### src/rtl/vga_reg_writer_pkg.sv
// rtl/vga_reg_writer_pkg.sv - shared types and constants for the sprite register writer
package vga_reg_writer_pkg;

    localparam int ADDR_W_DEF = 9;
    localparam int DATA_W_DEF = 32;

    localparam logic [ADDR_W_DEF-1:0] REG_DINO_X     = 9'd0;
    localparam logic [ADDR_W_DEF-1:0] REG_DINO_Y     = 9'd1;
    localparam logic [ADDR_W_DEF-1:0] REG_DINO_FRAME = 9'd2;
    localparam logic [ADDR_W_DEF-1:0] REG_CACTUS0_X  = 9'd3;
    localparam logic [ADDR_W_DEF-1:0] REG_CACTUS0_Y  = 9'd4;
    localparam logic [ADDR_W_DEF-1:0] REG_CACTUS1_X  = 9'd5;
    localparam logic [ADDR_W_DEF-1:0] REG_CACTUS1_Y  = 9'd6;
    localparam logic [ADDR_W_DEF-1:0] REG_BIRD_X     = 9'd7;
    localparam logic [ADDR_W_DEF-1:0] REG_BIRD_Y     = 9'd8;
    localparam logic [ADDR_W_DEF-1:0] REG_GROUND_X   = 9'd9;
    localparam logic [ADDR_W_DEF-1:0] REG_SCORE      = 9'd10;
    localparam logic [ADDR_W_DEF-1:0] REG_SCORE_X    = 9'd11;
    localparam logic [ADDR_W_DEF-1:0] REG_SCORE_Y    = 9'd12;

    typedef enum logic {
        ST_IDLE  = 1'b0,
        ST_WRITE = 1'b1
    } state_t;

    typedef struct packed {
        logic [ADDR_W_DEF-1:0] addr;
        logic [DATA_W_DEF-1:0] data;
    } cmd_t;

endpackage

### src/rtl/vga_reg_writer_if.sv
// rtl/vga_reg_writer_if.sv - command stream in, Avalon-MM write bus out
// Modport names follow the Avalon role: master is the writer, slave is its environment.
interface vga_reg_writer_if
    import vga_reg_writer_pkg::*;
#(
    parameter int ADDR_W = ADDR_W_DEF,
    parameter int DATA_W = DATA_W_DEF
);
    logic              cmd_valid;
    logic              cmd_ready;
    logic [ADDR_W-1:0] cmd_addr;
    logic [DATA_W-1:0] cmd_data;

    logic              avm_chipselect;
    logic              avm_write;
    logic [ADDR_W-1:0] avm_address;
    logic [DATA_W-1:0] avm_writedata;
    logic              avm_waitrequest;

    modport master (
        input  cmd_valid, cmd_addr, cmd_data, avm_waitrequest,
        output cmd_ready, avm_chipselect, avm_write, avm_address, avm_writedata
    );

    modport slave (
        output cmd_valid, cmd_addr, cmd_data, avm_waitrequest,
        input  cmd_ready, avm_chipselect, avm_write, avm_address, avm_writedata
    );

endinterface

### src/rtl/reg_cmd_fifo.sv
// rtl/reg_cmd_fifo.sv - synchronous command FIFO with registered count and head/next peek
module reg_cmd_fifo #(
    parameter int DEPTH = 16,
    parameter int WIDTH = 41
) (
    input  logic                   clk,
    input  logic                   reset,
    input  logic                   push_i,
    input  logic [WIDTH-1:0]       push_data_i,
    input  logic                   pop_i,
    output logic [WIDTH-1:0]       head_o,
    output logic [WIDTH-1:0]       next_o,
    output logic [$clog2(DEPTH):0] count_o,
    output logic                   full_o,
    output logic                   empty_o
);
    localparam int PTR_W = $clog2(DEPTH);

    logic [WIDTH-1:0] mem_q [DEPTH];
    logic [PTR_W-1:0] wr_ptr_q, rd_ptr_q, rd_next;
    logic [PTR_W:0]   count_q;
    logic             do_push, do_pop;

    assign full_o  = (count_q == (PTR_W+1)'(DEPTH));
    assign empty_o = (count_q == '0);
    assign do_push = push_i && !full_o;
    assign do_pop  = pop_i && !empty_o;
    assign rd_next = rd_ptr_q + PTR_W'(1);
    assign head_o  = mem_q[rd_ptr_q];
    assign next_o  = mem_q[rd_next];
    assign count_o = count_q;

    // Power-of-two depth lets the pointers wrap by plain overflow.
    always_ff @(posedge clk or posedge reset) begin
        if (reset) begin
            wr_ptr_q <= '0;
            rd_ptr_q <= '0;
            count_q  <= '0;
        end else begin
            if (do_push) wr_ptr_q <= wr_ptr_q + PTR_W'(1);
            if (do_pop)  rd_ptr_q <= rd_next;
            case ({do_push, do_pop})
                2'b10:   count_q <= count_q + (PTR_W+1)'(1);
                2'b01:   count_q <= count_q - (PTR_W+1)'(1);
                default: count_q <= count_q;
            endcase
        end
    end

    always_ff @(posedge clk) begin
        if (do_push) mem_q[wr_ptr_q] <= push_data_i;
    end

endmodule

### src/rtl/vga_reg_writer.sv
// rtl/vga_reg_writer.sv - queues sprite register writes and issues them over Avalon-MM
// VGA_REG_WRITER_VBLANK_SYNC_EN: when defined, writes only start while vblank is high.
module vga_reg_writer
    import vga_reg_writer_pkg::*;
#(
    parameter int FIFO_DEPTH = 16,
    parameter int ADDR_W     = ADDR_W_DEF,
    parameter int DATA_W     = DATA_W_DEF
) (
    input  logic                        clk,
    input  logic                        reset,
    vga_reg_writer_if.master            bus,
    input  logic                        vblank,
    output logic [$clog2(FIFO_DEPTH):0] fifo_level,
    output logic [15:0]                 write_count,
    output logic                        frame_tick
);
    localparam int LVL_W = $clog2(FIFO_DEPTH) + 1;
    localparam int CMD_W = ADDR_W + DATA_W;

    state_t            state_q, state_d;
    logic [CMD_W-1:0]  head, next_e, load_e, in_e;
    logic [LVL_W-1:0]  count;
    logic              full, empty, push, pop, load, gate, more;
    logic [ADDR_W-1:0] addr_q;
    logic [DATA_W-1:0] data_q;
    logic [15:0]       write_count_q;
    logic              vblank_q, frame_tick_q;

`ifdef VGA_REG_WRITER_VBLANK_SYNC_EN
    assign gate = vblank;
`else
    assign gate = 1'b1;
`endif

    assign in_e          = {bus.cmd_addr, bus.cmd_data};
    assign push          = bus.cmd_valid && !full;
    assign bus.cmd_ready = !full;
    // An entry pushed on the popping edge still counts as the next write.
    assign more          = (count > LVL_W'(1)) || push;

    reg_cmd_fifo #(
        .DEPTH (FIFO_DEPTH),
        .WIDTH (CMD_W)
    ) u_fifo (
        .clk         (clk),
        .reset       (reset),
        .push_i      (push),
        .push_data_i (in_e),
        .pop_i       (pop),
        .head_o      (head),
        .next_o      (next_e),
        .count_o     (count),
        .full_o      (full),
        .empty_o     (empty)
    );

    always_ff @(posedge clk or posedge reset) begin
        if (reset) state_q <= ST_IDLE;
        else       state_q <= state_d;
    end

    always_comb begin
        state_d = state_q;
        case (state_q)
            ST_IDLE:  if (!empty && gate) state_d = ST_WRITE;
            ST_WRITE: if (!bus.avm_waitrequest && !(more && gate)) state_d = ST_IDLE;
            default:  state_d = ST_IDLE;
        endcase
    end

    always_comb begin
        pop                = 1'b0;
        load               = 1'b0;
        load_e             = head;
        bus.avm_chipselect = 1'b0;
        bus.avm_write      = 1'b0;
        case (state_q)
            ST_IDLE: load = !empty && gate;
            ST_WRITE: begin
                bus.avm_chipselect = 1'b1;
                bus.avm_write      = 1'b1;
                if (!bus.avm_waitrequest) begin
                    pop    = 1'b1;
                    load   = more && gate;
                    load_e = (count > LVL_W'(1)) ? next_e : in_e;
                end
            end
            default: ;
        endcase
    end

    always_ff @(posedge clk or posedge reset) begin
        if (reset) begin
            addr_q        <= '0;
            data_q        <= '0;
            write_count_q <= '0;
            vblank_q      <= 1'b0;
            frame_tick_q  <= 1'b0;
        end else begin
            if (load) begin
                addr_q <= load_e[CMD_W-1:DATA_W];
                data_q <= load_e[DATA_W-1:0];
            end
            if (pop) write_count_q <= write_count_q + 16'd1;
            vblank_q     <= vblank;
            frame_tick_q <= vblank && !vblank_q;
        end
    end

    assign bus.avm_address   = addr_q;
    assign bus.avm_writedata = data_q;
    assign fifo_level        = count;
    assign write_count       = write_count_q;
    assign frame_tick        = frame_tick_q;

endmodule

### src/flat_wrapper.sv
// flat-port wrapper written by rule: the top's interface ports become plain ports
module vga_reg_writer_flat import vga_reg_writer_pkg::*;
#(
    parameter int FIFO_DEPTH = 16,
    parameter int ADDR_W     = ADDR_W_DEF,
    parameter int DATA_W     = DATA_W_DEF
)
  (clk, reset, vblank, fifo_level, write_count, frame_tick, bus_cmd_valid, bus_cmd_addr, bus_cmd_data, bus_avm_waitrequest, bus_cmd_ready, bus_avm_chipselect, bus_avm_write, bus_avm_address, bus_avm_writedata);
  vga_reg_writer_if #(.ADDR_W(ADDR_W), .DATA_W(DATA_W)) bus_i ();
  input  logic clk;
  input  logic reset;
  input  logic vblank;
  output logic [$clog2(FIFO_DEPTH):0] fifo_level;
  output logic [15:0] write_count;
  output logic frame_tick;
  input wire logic [$bits(bus_i.cmd_valid)-1:0] bus_cmd_valid;
  input wire logic [$bits(bus_i.cmd_addr)-1:0] bus_cmd_addr;
  input wire logic [$bits(bus_i.cmd_data)-1:0] bus_cmd_data;
  input wire logic [$bits(bus_i.avm_waitrequest)-1:0] bus_avm_waitrequest;
  output wire logic [$bits(bus_i.cmd_ready)-1:0] bus_cmd_ready;
  output wire logic [$bits(bus_i.avm_chipselect)-1:0] bus_avm_chipselect;
  output wire logic [$bits(bus_i.avm_write)-1:0] bus_avm_write;
  output wire logic [$bits(bus_i.avm_address)-1:0] bus_avm_address;
  output wire logic [$bits(bus_i.avm_writedata)-1:0] bus_avm_writedata;
  assign bus_i.cmd_valid = bus_cmd_valid;
  assign bus_i.cmd_addr = bus_cmd_addr;
  assign bus_i.cmd_data = bus_cmd_data;
  assign bus_i.avm_waitrequest = bus_avm_waitrequest;
  assign bus_cmd_ready = bus_i.cmd_ready;
  assign bus_avm_chipselect = bus_i.avm_chipselect;
  assign bus_avm_write = bus_i.avm_write;
  assign bus_avm_address = bus_i.avm_address;
  assign bus_avm_writedata = bus_i.avm_writedata;
  vga_reg_writer #(.FIFO_DEPTH(FIFO_DEPTH), .ADDR_W(ADDR_W), .DATA_W(DATA_W)) u_core (.clk(clk), .reset(reset), .bus(bus_i), .vblank(vblank), .fifo_level(fifo_level), .write_count(write_count), .frame_tick(frame_tick));
endmodule
### config.mk
export PLATFORM = sky130hd
export DESIGN_NAME = vga_reg_writer_flat
export DESIGN_NICKNAME = d
export VERILOG_FILES = /design/src/rtl/vga_reg_writer_pkg.sv /design/src/rtl/vga_reg_writer_if.sv /design/src/rtl/reg_cmd_fifo.sv /design/src/rtl/vga_reg_writer.sv /design/src/flat_wrapper.sv
export SDC_FILE = /design/constraint.sdc
export NUM_CORES = 1
export LEC_CHECK = 0
export ABC_AREA = 0
export BUFFER_PORTS_ARGS = -buffer_cell sky130_fd_sc_hd__buf_2
export CORE_ASPECT_RATIO = 1.2
export CORE_MARGIN = 2
export CORE_UTILIZATION = 40
export DETAILED_ROUTE_END_ITERATION = 10
export PLACE_DENSITY = 0.64
export SETUP_SLACK_MARGIN = 0.1
export SYNTH_ARGS = -nofsm -noshare
export SYNTH_HDL_FRONTEND = slang
export SYNTH_SLANG_ARGS = --single-unit
### constraint.sdc
create_clock -name clk -period 6.3 [get_ports clk]
set_clock_uncertainty 0.05 [all_clocks]
set_input_delay 0.945 -clock clk [delete_from_list [all_inputs] [get_ports clk]]
set_output_delay 0.945 -clock clk [all_outputs]
set_load 0.02 [all_outputs]
---- After elaboration in Yosys (flattened, before gate mapping) ----
Memory sizes are Yosys's and may differ from the RTL's.
Cells that the tools add are included.
Widths: inputs -> output; s select.
storage, ports and cells
  register bits after elaboration ......... 73
  memory bits (writable) .................. 656
  output and inout bits ................... 66
  word-level logic and storage cells ...... 47
  memories ................................ 1
operators by class
  add/subtract/negate cells ............... 5
  $lt $le $gt $ge ......................... 1
  eq/ne operators ......................... 3
  mux-type cells .......................... 14
  bitwise operators ....................... 1
  reduce and logical (&&, ||, !) cells .... 13
memory list
  memory               words  bits a word  rd ports  clocked after memory_dff  wr ports  line                text
  u_core.u_fifo.mem_q  16     41           2         0                         1         reg_cmd_fifo.sv:19  logic [WIDTH-1:0] mem_q [DEPTH];
operators by type and width
  kind                   count
  $mux 41                3
  $add 16x1->16 const B  1
  $pmux 5 s2             1
  $add 4x1->4 const B    2
  $mux 1                 8
  $add 5x1->5 const B    1
  $eq 5x5->1 const B     1
  $gt 5x1->1 const B     1
  $logic_and 1x1->1      5
  $logic_not 1->1        5
  $logic_not 5->1        1
  $sub 5x1->5 const B    1
  $pmux 1 s2             2
  $eq 2x1->1 const B     1
  $eq 2x2->1 const B     1
  $reduce_bool 2->1      1
  $logic_or 1x1->1       1
  $not 1->1              1

---- Logic depth before layout (Yosys ltp) ----
Gate-level depths: netlist of run 1.
  depth after elaboration ................. 8
  mapped depth ............................ 10
  depth with buffers taken out ............ 9

---- By module ----
A second synthesis of run 1 with hierarchy kept.
unflattened totals
  cells, all modules ...................... 2008
  area, all modules ....................... 33937.5 sq um
modules (own cells, without submodules)
  module          times used  cells an instance  area each (sq um)
  reg_cmd_fifo    1           1706               30959.7
  vga_reg_writer  1           302                2977.9

---- Worst setup path after synthesis of run 1 ----
OpenSTA, ideal clock, no wires.
  kind .................................... input -> register
  from .................................... input port bus_cmd_valid
  to ...................................... memory u_core.u_fifo.mem_q[3][0], enable pin
  data arrival time ....................... 4.485 ns
  data required time ...................... 5.760 ns
  setup slack ............................. 1.275 ns
  cell stages on the path ................. 4
  buffers on the path ..................... 0
  path through ............................ inv_1 a31oi_1 nand2_1 nor3_1
on the way
  word-level cells in the longest chain between the ends .. 4
ends and longest elaborated chain
  item                          line                  text
  start: declaration            flat_wrapper.sv:16    input wire logic [$bits(bus_i.cmd_valid)-1:0] bus_cmd_valid;
  $logic_and 1x1->1             vga_reg_writer.sv:37  assign push = bus.cmd_valid && !full;
  $logic_and 1x1->1             reg_cmd_fifo.sv:26    assign do_push = push_i && !full_o;
  $mux 1                        reg_cmd_fifo.sv:51    if (do_push) mem_q[wr_ptr_q] <= push_data_i;
  $mux 1 (implied by the code)  reg_cmd_fifo.sv:51
  end: declaration              reg_cmd_fifo.sv:19
No other way between the ends.

---- Final worst setup path of run 1 ----
  from .................................... register u_core.u_fifo.rd_ptr_q[0]
  to ...................................... register u_core.data_q[24] (netlist: u_core.bus.avm_writedata[24])
on the way
  word-level cells in the longest chain between the ends .. 5
ends and longest elaborated chain
  item                      line                   text
  start: declaration        reg_cmd_fifo.sv:20     logic [PTR_W-1:0] wr_ptr_q, rd_ptr_q, rd_next;
  start signal: assignment  reg_cmd_fifo.sv:41     if (do_pop) rd_ptr_q <= rd_next;
  $add 4x1->4               reg_cmd_fifo.sv:28     assign rd_next = rd_ptr_q + PTR_W'(1);
  $mem_v2 16x41 (*)         -
  $mux 41                   vga_reg_writer.sv:86   load_e = (count > LVL_W'(1)) ? next_e : in_e;
  $mux 41                   vga_reg_writer.sv:83   if (!bus.avm_waitrequest) begin
  $mux 41 (*)               vga_reg_writer.sv:78   case (state_q)
  end signal: assignment    vga_reg_writer.sv:103  data_q <= load_e[DATA_W-1:0];
  end: declaration          vga_reg_writer.sv:26   logic [DATA_W-1:0] data_q;
Every way passes the cells marked *; elsewhere a longest branch is shown, timed or not.
A chain may end at the register's enable or synchronous reset.

==> impl_metrics.ini, run 1 <==
[clocking]
postCtsHoldBufs = 0
insertion_delay_ps = 630
cts_setup_buffers = 0
cts_resized = 0
cts_made_buffers = 74
htreeDepth = 3
cts_buffer_depth = 3
path_clk_slew_ps = 60
cts_root_buf = clkbuf_16
cts_tree = done
cts.sinks = 729

[job]
drv_cap = 0

[critical_path]
critPathMaxFanout = 119
cpPeakStageDelay_ps = 940
rr_endpoint = u_core.bus.avm_writedata[24]$_DFFE_PP0P_
critPathBufInv = 2
reg2reg_from = u_core.u_fifo.rd_ptr_q[0]$_DFFE_PP0P_
start_kind = register
cp.required_ps = 6760
crit_arrival_ps = 4310
setup.worst_path.end_class = register
worstSetupStartpoint = u_core.u_fifo.rd_ptr_q[0]$_DFFE_PP0P_
critPathKind = reg -> reg
critPathSlowestCell = dfrtp_4
path_delay_family = buffers and inverters
cp_num_cells = 6
rr_worst_depth = 6
r2r_slack_ps = 2440
path_cells = buf_12, buf_4, mux4_2, o22ai_1, o21ai_1, o211a_1

[detailed_routing]
vias = 18110
firstDrtPassIters = 7
postRouteAntennaNets = 0
vias_per_cell = 6.333
wl_per_cell_um = 29.67
wl_um = 84820
drtIter0Drc = 1880
drc = 0

[sta]
finalCritPeriodShare_pct = 61.22
hold_viol = 0
slew_violations = 0
timing.fmax_ghz = 0.2593
tightest_slew_ps = 1146
tns_ps = 0
rsz0062_at_grt = no
finalSetupViolCount = 0
period_needed_ps = 3857
maxSlewHeadroom_pct = 23.62

[power]
vdd_drop_max_uv = 872.2
p_per_area_mw_per_mm2 = 510.1
p_leak_uw = 0.01221
p_total_uw = 18930

[floorplanning]
ios = 112
start_util_pct = 40.28
row_count = 115
die_x_um = 265.9
die_y_um = 318.3
dieArea_mm2 = 0.08463
coreArea_mm2 = 0.08173

[layout]
syn_to_final_growth_pct = 12.74
final_common_cell = edfxtp_1
nets = 1799
layout_common_cells = edfxtp_1, mux4_2, buf_2
stdcell_count = 2859
drive_gt1_share_pct = 34.17
fillers = 6793
fin_util_pct = 45.42

[synth]
synth_edf_count = 656
synth_area_leaders = edfxtp_1, mux4_2, dfrtp_1
yosysWarningCount = 0
seq_area_frac_synth_pct = 65.38
ys_ff_latch = 729
synth_cells = 1653
async_flop_share_pct = 10.01
synthFlopType = edfxtp_1
synth_area_per_cell_um2 = 19.92
synth_nets = 1710
netlist-cell-type-count = 39
syn_area_mm2 = 0.03292
yosys.area.top_type = edfxtp_1
synth_top_area_share_pct = 59.83

[worst_hold_path]
worstHoldStart = u_core.vblank_q$_DFF_PP0_
holdPathEnd = u_core.frame_tick$_DFF_PP0_
holdPathStages = 1
holdCritPathClass = reg -> reg

[placed_design]
place_inst = 2719
hpwl_um = 45190
numPortBuffers = 111
gp_congestion = 0.7555

[global_route]
grt_usage_pct = 20.30
first_global_vias = 19060
antenna_found_initial = 6
grt_max_degree = 120
grt_overflow_total = 0
grt_pass1_wl_um = 126600

[run_status]
status = finished, final reports clean
-- sequential cells by signal (all words and copies together), names as in the netlist --
register,cells
u_core.u_fifo.mem_q,656
u_core.bus.avm_writedata,32
u_core.write_count,16
u_core.bus.avm_address,9
u_core.u_fifo.count_o,5
u_core.u_fifo.rd_ptr_q,4
u_core.u_fifo.wr_ptr_q,4
u_core.frame_tick,1
u_core.state_q,1
u_core.vblank_q,1
-- power by group --
part | total, µW | switching (µW) | internal, µW
clock | 4390 | 1870 | 2520
sequential | 6470 | 539 | 5930
combinational | 8070 | 4210 | 3860
total | 18900 | 6630 | 12300
-- area by class of cell --
class | count | area (µm²) | share of cell area (%)
Timing Repair Buffer | 146 | 893.4 | 2.407
Inverter | 10 | 40.04 | 0.1079
Antenna cell | 3 | 7.507 | 0.02023
Clock inverter | 45 | 409.1 | 1.102
Sequential cell | 729 | 21530 | 58.01
Multi-Input combinational cell | 781 | 10920 | 29.41
Tap cell | 1053 | 1318 | 3.550
Clock buffer | 92 | 2002 | 5.393
-- logic make-up (layout without fill, tap and decap cells) --
group / Yosys count / after routing / synth area share, %
DFF: 729 / 729 / 65.38
muxes: 412 / 412 / 25.00
AOI/OAI and AO/OA: 255 / 255 / 5.317
buffers and inverters: 143 / 293 / 1.969
and+or+nand+nor: 75 / 75 / 1.117
xor gates and xnor gates: 28 / 28 / 0.8019
adders and majority gates: 11 / 11 / 0.4180
other: 0 / 3 / 0
-- worst register-to-register path, stage by stage, from the launching register on --
cell and delay, ps:
dfrtp_4 940, buf_12 680, buf_4 920, mux4_2 650, o22ai_1 200, o21ai_1 110, o211a_1 190
-- cell usage after synthesis, types with 9 or more instances --
master / instances
o211a_1: 41
mux4_2: 328
o22ai_1: 82
mux2i_1: 83
inv_1: 10
o21ai_1: 19
buf_4: 9
edfxtp_1: 656
nor2_1: 19
buf_2: 62
nand2_1: 19
o221ai_1: 41
o21ai_0: 25
dfrtp_1: 73
clkbuf_1: 54
a21oi_1: 43
xnor2_1: 20
ha_1: 11
-- per-layer routing --
layer	global-route usage (%)	wire length (µm)	up-vias
met3	3.464	6032	175
li1	-	-	7346
met5	0	27	-
met4	7.541	2569	4
met1	25.97	32580	9721
met2	34.73	43620	861
-- worst max-delay path by stage --
stage | slack [ps] | end
floorplan | 1280 | u_core.u_fifo.mem_q[3][0]$_DFFE_PP_
finish | 2440 | u_core.bus.avm_writedata[24]$_DFFE_PP0P_
CTS | 2440 | u_core.bus.avm_writedata[24]$_DFFE_PP0P_
global placement | 2220 | u_core.u_fifo.mem_q[15][7]$_DFFE_PP_
global route | 2160 | u_core.bus.avm_writedata[24]$_DFFE_PP0P_
detailed placement | 2240 | u_core.u_fifo.mem_q[15][3]$_DFFE_PP_
-- through the flow --
stage,setup WS [ps],instance area [µm²],hold WS [ps]
4_1_cts,2440,37110,347.5
3_5_place_dp,2241,34700,348.1
5_1_grt,2156,37120,378.4
6_report,2443,37120,350.7
2_1_floorplan,1275,32920,327.7
3_3_place_gp,2224,34700,338.9
No activity file was read; power rests on OpenSTA's default activity.
==> run 2, diff against run 1 <==
Clock period 6.3 ns to 4.05 ns, I/O delays scaled along.
==> run 2 against run 1 <==
Compared with the run above:
- wire length grew 4.4%
- sequential power up 53%
- global-route usage is 0.69 points higher
- sequential share of layout area shrank 0.50 points
- power increased by 58%
- flip-flop and latch count unchanged
- critical path depth did not move
- setup slack worse by 1400 ps
- non-clock buffer count grew 23
- critical path type unchanged
- cell count grew 0.59%
- die area did not move
==> impl_metrics.ini, run 2 (synthesis gave the netlist of run 1 again) <==
[placed_design]
place_inst = 2742
numPortBuffers = 111
gp_congestion = 0.7578
place_ws_ps = 1013
hpwl_um = 46720
placed_area_mm2 = 0.03500

[detailed_routing]
vias_per_cell = 6.477
wl_met2_um = 43590
wl_met3_um = 7639
wl_per_cell_um = 30.79
postRouteAntennaNets = 0
firstDrtPassIters = 5
wirelength_met1_um = 34950
drc = 0
vias = 18630
wl_um = 88570
drtIter0Drc = 2088
routed.top_layer = met5

[clocking]
cts_buffer_depth = 3
cts_root_buf = clkbuf_16
insertion_delay_ps = 640
cts_made_buffers = 74
cts_setup_buffers = 0
cts_resized = 0
cts_tree = done
postCtsHoldBufs = 0
cts.sinks = 729
path_clk_slew_ps = 60
htreeDepth = 3

[worst_hold_path]
worstHoldStart = vblank
holdPathStages = 1
holdPathEnd = u_core.vblank_q$_DFF_PP0_
holdCritPathClass = in -> reg

[floorplanning]
die_x_um = 265.9
ios = 112
start_util_pct = 40.28
dieArea_mm2 = 0.08463
coreArea_mm2 = 0.08173
die_y_um = 318.3
row_count = 115

[sta]
period_needed_ps = 3019
timing.fmax_ghz = 0.3313
rsz0062_at_grt = no
tightest_slew_ps = 1021
tns_ps = 0
hold_viol = 0
slew_violations = 0
finalCritPeriodShare_pct = 74.54
worst_slack_ps = 1031
finalSetupViolCount = 0
maxSlewHeadroom_pct = 31.95

[power]
p_leak_uw = 0.01236
vdd_drop_max_uv = 741.9
p_per_area_mw_per_mm2 = 797.5
p_total_uw = 29860

[critical_path]
path_cells = ha_4, buf_4, mux4_2, mux2i_1, o221ai_1, o211a_1
setup.worst_path.end_class = register
reg2reg_from = u_core.u_fifo.rd_ptr_q[0]$_DFFE_PP0P_
crit_arrival_ps = 3490
critPathKind = reg -> reg
critPathSlowestCell = ha_4
critPathBufInv = 1
start_kind = register
r2r_slack_ps = 1030
path_delay_family = multiplexers
cpPeakStageDelay_ps = 700
rr_endpoint = u_core.bus.avm_writedata[12]$_DFFE_PP0P_
rr_worst_depth = 6
critPathMaxFanout = 24
cp.required_ps = 4520

[layout]
syn_to_final_growth_pct = 13.73
regMostFlops = u_core.u_fifo.mem_q
fillers = 6775
final_area_mm2 = 0.03744
nets = 1822
largest_reg_flops = 656
layout_common_cells = edfxtp_1, mux4_2, buf_2
stdcell_count = 2876
drive_gt1_share_pct = 35.09
final_common_cell = edfxtp_1

[global_route]
grt_usage_pct = 20.99
grt_pass1_wl_um = 130200
first_global_vias = 19060
antenna_found_initial = 10
grt_max_degree = 125
grt_overflow_total = 0

[job]
drv_cap = 0

[run_status]
status = finished, final reports clean
==> run 2: layout make-up <==
cell class	instances	area [µm²]	area share [%]
flip-flops and latches	729	21530	57.51
inverters	10	40.04	0.1069
diodes	2	5.005	0.01337
clock inverters	32	360.3	0.9624
well taps	1053	1318	3.519
repair buffers	169	1179	3.148
clock buffers	100	2072	5.534
multi-input cells	781	10940	29.21
==> run 2: power by group <==
group	leakage, µW	switching (µW)	internal, µW	total [µW]
clock network	0.00118	2930	3990	6930
registers	0.00681	657	9230	9880
logic	0.00438	6880	6170	13000
total	0.0124	10500	19400	29900
==> run 2: metal layers <==
layer	up-vias	track usage, %
li1	7396	-
met1	10020	28.61
met2	1014	33.93
met3	179	4.044
met4	16	7.228
met5	-	0
==> run 2: stage by stage <==
step	hold slack, ps	util [%]
3_3_place_gp	339.1	42.83
4_1_cts	14.19	45.81
5_1_grt	46.23	45.81
2_1_floorplan	327.7	-
3_5_place_dp	345.5	42.83
6_report	43.47	45.81
==> run 2: worst register-to-register path, stage by stage, from the launching register on <==
cell,delay [ps]
dfrtp_4,590
ha_4,710
buf_4,490
mux4_2,580
mux2i_1,180
o221ai_1,150
o211a_1,160
==> run 2: worst max-delay path by stage <==
stage                                                    end  depth (start not counted)  slack, ps                             startpoint
detailed placement  u_core.bus.avm_writedata[12]$_DFFE_PP0P_                          6       1010  u_core.u_fifo.rd_ptr_q[0]$_DFFE_PP0P_
CTS                 u_core.bus.avm_writedata[12]$_DFFE_PP0P_                          6       1000  u_core.u_fifo.rd_ptr_q[0]$_DFFE_PP0P_
floorplan               u_core.u_fifo.mem_q[15][0]$_DFFE_PP_                          5        230   u_core.u_fifo.count_o[0]$_DFFE_PP0P_
global route        u_core.bus.avm_writedata[12]$_DFFE_PP0P_                          6        820  u_core.u_fifo.rd_ptr_q[0]$_DFFE_PP0P_
finish              u_core.bus.avm_writedata[12]$_DFFE_PP0P_                          6       1030  u_core.u_fifo.rd_ptr_q[0]$_DFFE_PP0P_
global placement    u_core.bus.avm_writedata[12]$_DFFE_PP0P_                          6       1030  u_core.u_fifo.rd_ptr_q[0]$_DFFE_PP0P_
==> run 3, diff against run 2 <==
Settings changed: PLACE_DENSITY 0.64 to 0.67.
Clock period 4.05 ns to 2.4 ns, I/O delays scaled along.
==> run 3 against run 2 <==
Compared with the run above:
- the flow now finishes with violations (negative setup slack)
- die area unchanged
- flip-flop and latch count stayed put
- register-to-register slack lost 1000 ps
- design area up 4.1%
- highest routed layer unchanged
==> impl_metrics.ini, run 3 (synthesis gave the netlist of run 1 again) <==
[run_status]
status = finished with violations
violations = negative setup slack

[placed_design]
gp_congestion = 0.7752
placed_area_mm2 = 0.03590
hpwl_um = 48430
place_ws_ps = -9.128
numPortBuffers = 111

[floorplanning]
dieArea_mm2 = 0.08463
die_y_um = 318.3
ios = 112
die_x_um = 265.9
start_util_pct = 40.28
row_count = 115
coreArea_mm2 = 0.08173

[global_route]
grt_max_degree = 98
first_global_vias = 19100
globalRoute.busiestLayer = met2
antenna_found_initial = 8
grt_overflow_total = 0
gr-usage-met1_pct = 27.35
grt_usage_pct = 20.68
use_met3_pct = 3.596
grtUsageMet2_pct = 34.09
grt_pass1_wl_um = 128400

[layout]
final_area_mm2 = 0.03897
final_common_cell = edfxtp_1
largest_reg_flops = 656
fillers = 6636
multi_input_area_mm2 = 0.01101
syn_to_final_growth_pct = 18.36
seq_area_mm2 = 0.02154
drive_gt1_share_pct = 38.56
nets = 1892
regMostFlops = u_core.u_fifo.mem_q
layout_common_cells = edfxtp_1, mux4_2, buf_2

[worst_hold_path]
holdPathStages = 1
holdPathEnd = u_core.u_fifo.mem_q[12][26]$_DFFE_PP_
holdCritPathClass = in -> reg
worstHoldStart = bus_cmd_data[26]

[sta]
hold_slack_ps = 63.27
period_needed_ps = 2418
rsz0062_at_grt = yes
hold_viol = 0
maxSlewHeadroom_pct = 56.48
worst_slack_ps = -18.30
timing.fmax_ghz = 0.4135
finalCritPeriodShare_pct = 100.8
tns_ps = -23.48
slew_violations = 0
tightest_slew_ps = 652.8
finalSetupViolCount = 2

[critical_path]
rr_endpoint = u_core.bus.avm_address[2]$_DFFE_PP0P_
rr_worst_depth = 8
reg2reg_from = u_core.u_fifo.rd_ptr_q[0]$_DFFE_PP0P_
start_kind = register
crit_arrival_ps = 2880
critPathKind = reg -> reg
cp.required_ps = 2860
critPathMaxFanout = 8
setup.worst_path.end_class = register
r2r_slack_ps = -20

[clocking]
htreeDepth = 3
cts.sinks = 729
insertion_delay_ps = 630
cts_tree = done
cts_made_buffers = 72
cts_root_buf = clkbuf_16
path_clk_slew_ps = 60
cts_buffer_depth = 3

[detailed_routing]
firstDrtPassIters = 7
postRouteAntennaNets = 0
wl_per_cell_um = 30.37
drtIter0Drc = 2120
vias_per_cell = 6.411
wl_um = 89580
drc = 0
vias = 18910

[job]
drv_cap = 0

[power]
p_leak_uw = 0.01307
p_per_area_mw_per_mm2 = 1392
vdd_drop_max_uv = 1021
run 3: changes by cell type in the layout (fill, tap and decap cells not counted), sizes merged:
cell,previous run,this run
clkinvlp,4,2
clkinv,17,20
inv,15,16
dlygate4sd3,0,2
diode,2,3
clkbuf,100,108
buf,169,229
run 3: cell type report:
cell class	count	share of cell area, %
tap	1053	3.381
timing repair buffer	241	6.736
clock buffer	98	5.301
sequential	729	55.27
multi-input combinational	781	28.27
antenna	3	0.01927
inverter	10	0.1027
clock inverter	34	0.9279
run 3: what timing repair did:
action                                  in CTS  in global routing
hold buffers                                 2                  0
endpoints found under the setup margin      39                 44
pin swaps                                   10                  4
gates cloned                                 3                 10
endpoints found under the hold margin       22                  0
resized for setup                           18                 18
buffers inserted                             9                  6
run 3: power by group:
group	switching (µW)	internal (µW)
logic	12700	13400
clock network	4860	6740
registers	1040	15600
total	18500	35700
run 3: worst max-delay path by stage:
| stage | startpoint | end | slack [ps] |
|---|---|---|---|
| 6_report | u_core.u_fifo.rd_ptr_q[0]$_DFFE_PP0P_ | u_core.bus.avm_address[2]$_DFFE_PP0P_ | -20 |
| 5_1_grt | u_core.u_fifo.rd_ptr_q[0]$_DFFE_PP0P_ | u_core.bus.avm_address[2]$_DFFE_PP0P_ | -110 |
| 4_1_cts | u_core.u_fifo.rd_ptr_q[0]$_DFFE_PP0P_ | u_core.bus.avm_address[3]$_DFFE_PP0P_ | -10 |
| 3_5_place_dp | u_core.u_fifo.rd_ptr_q[0]$_DFFE_PP0P_ | u_core.bus.avm_writedata[4]$_DFFE_PP0P_ | -9 |
| 3_3_place_gp | u_core.u_fifo.rd_ptr_q[0]$_DFFE_PP0P_ | u_core.bus.avm_writedata[31]$_DFFE_PP0P_ | -20 |
| 2_1_floorplan | u_core.u_fifo.count_o[0]$_DFFE_PP0P_ | u_core.u_fifo.mem_q[3][0]$_DFFE_PP_ | -400 |
run 3: layer usage:
layer | up-vias | part of all wire (%)
met5 | - | 0.044
met2 | 1071 | 50
met4 | 8 | 3.5
li1 | 7547 | -
met3 | 207 | 8.8
met1 | 10070 | 38
run 3: worst max-delay path, stage by stage, from the launching register on:
cell and delay, ps:
dfrtp_4 490, ha_4 380, buf_12 170, buf_12 110, buf_16 140, mux4_2 520, mux2i_1 170, o221ai_1 120
o211a_1 140
run 3: stage by stage:
| stage | total power [µW] | std cells | utilization [%] |
|---|---|---|---|
| 2_1_floorplan | 33000 | 1653 | - |
| 3_3_place_gp | 40310 | 2784 | 43.92 |
| 3_5_place_dp | 40610 | 2784 | 43.92 |
| 4_1_cts | 53290 | 2930 | 47.20 |
| 5_1_grt | 56430 | 2949 | 47.68 |
| 6_report | 54250 | 2949 | 47.68 |
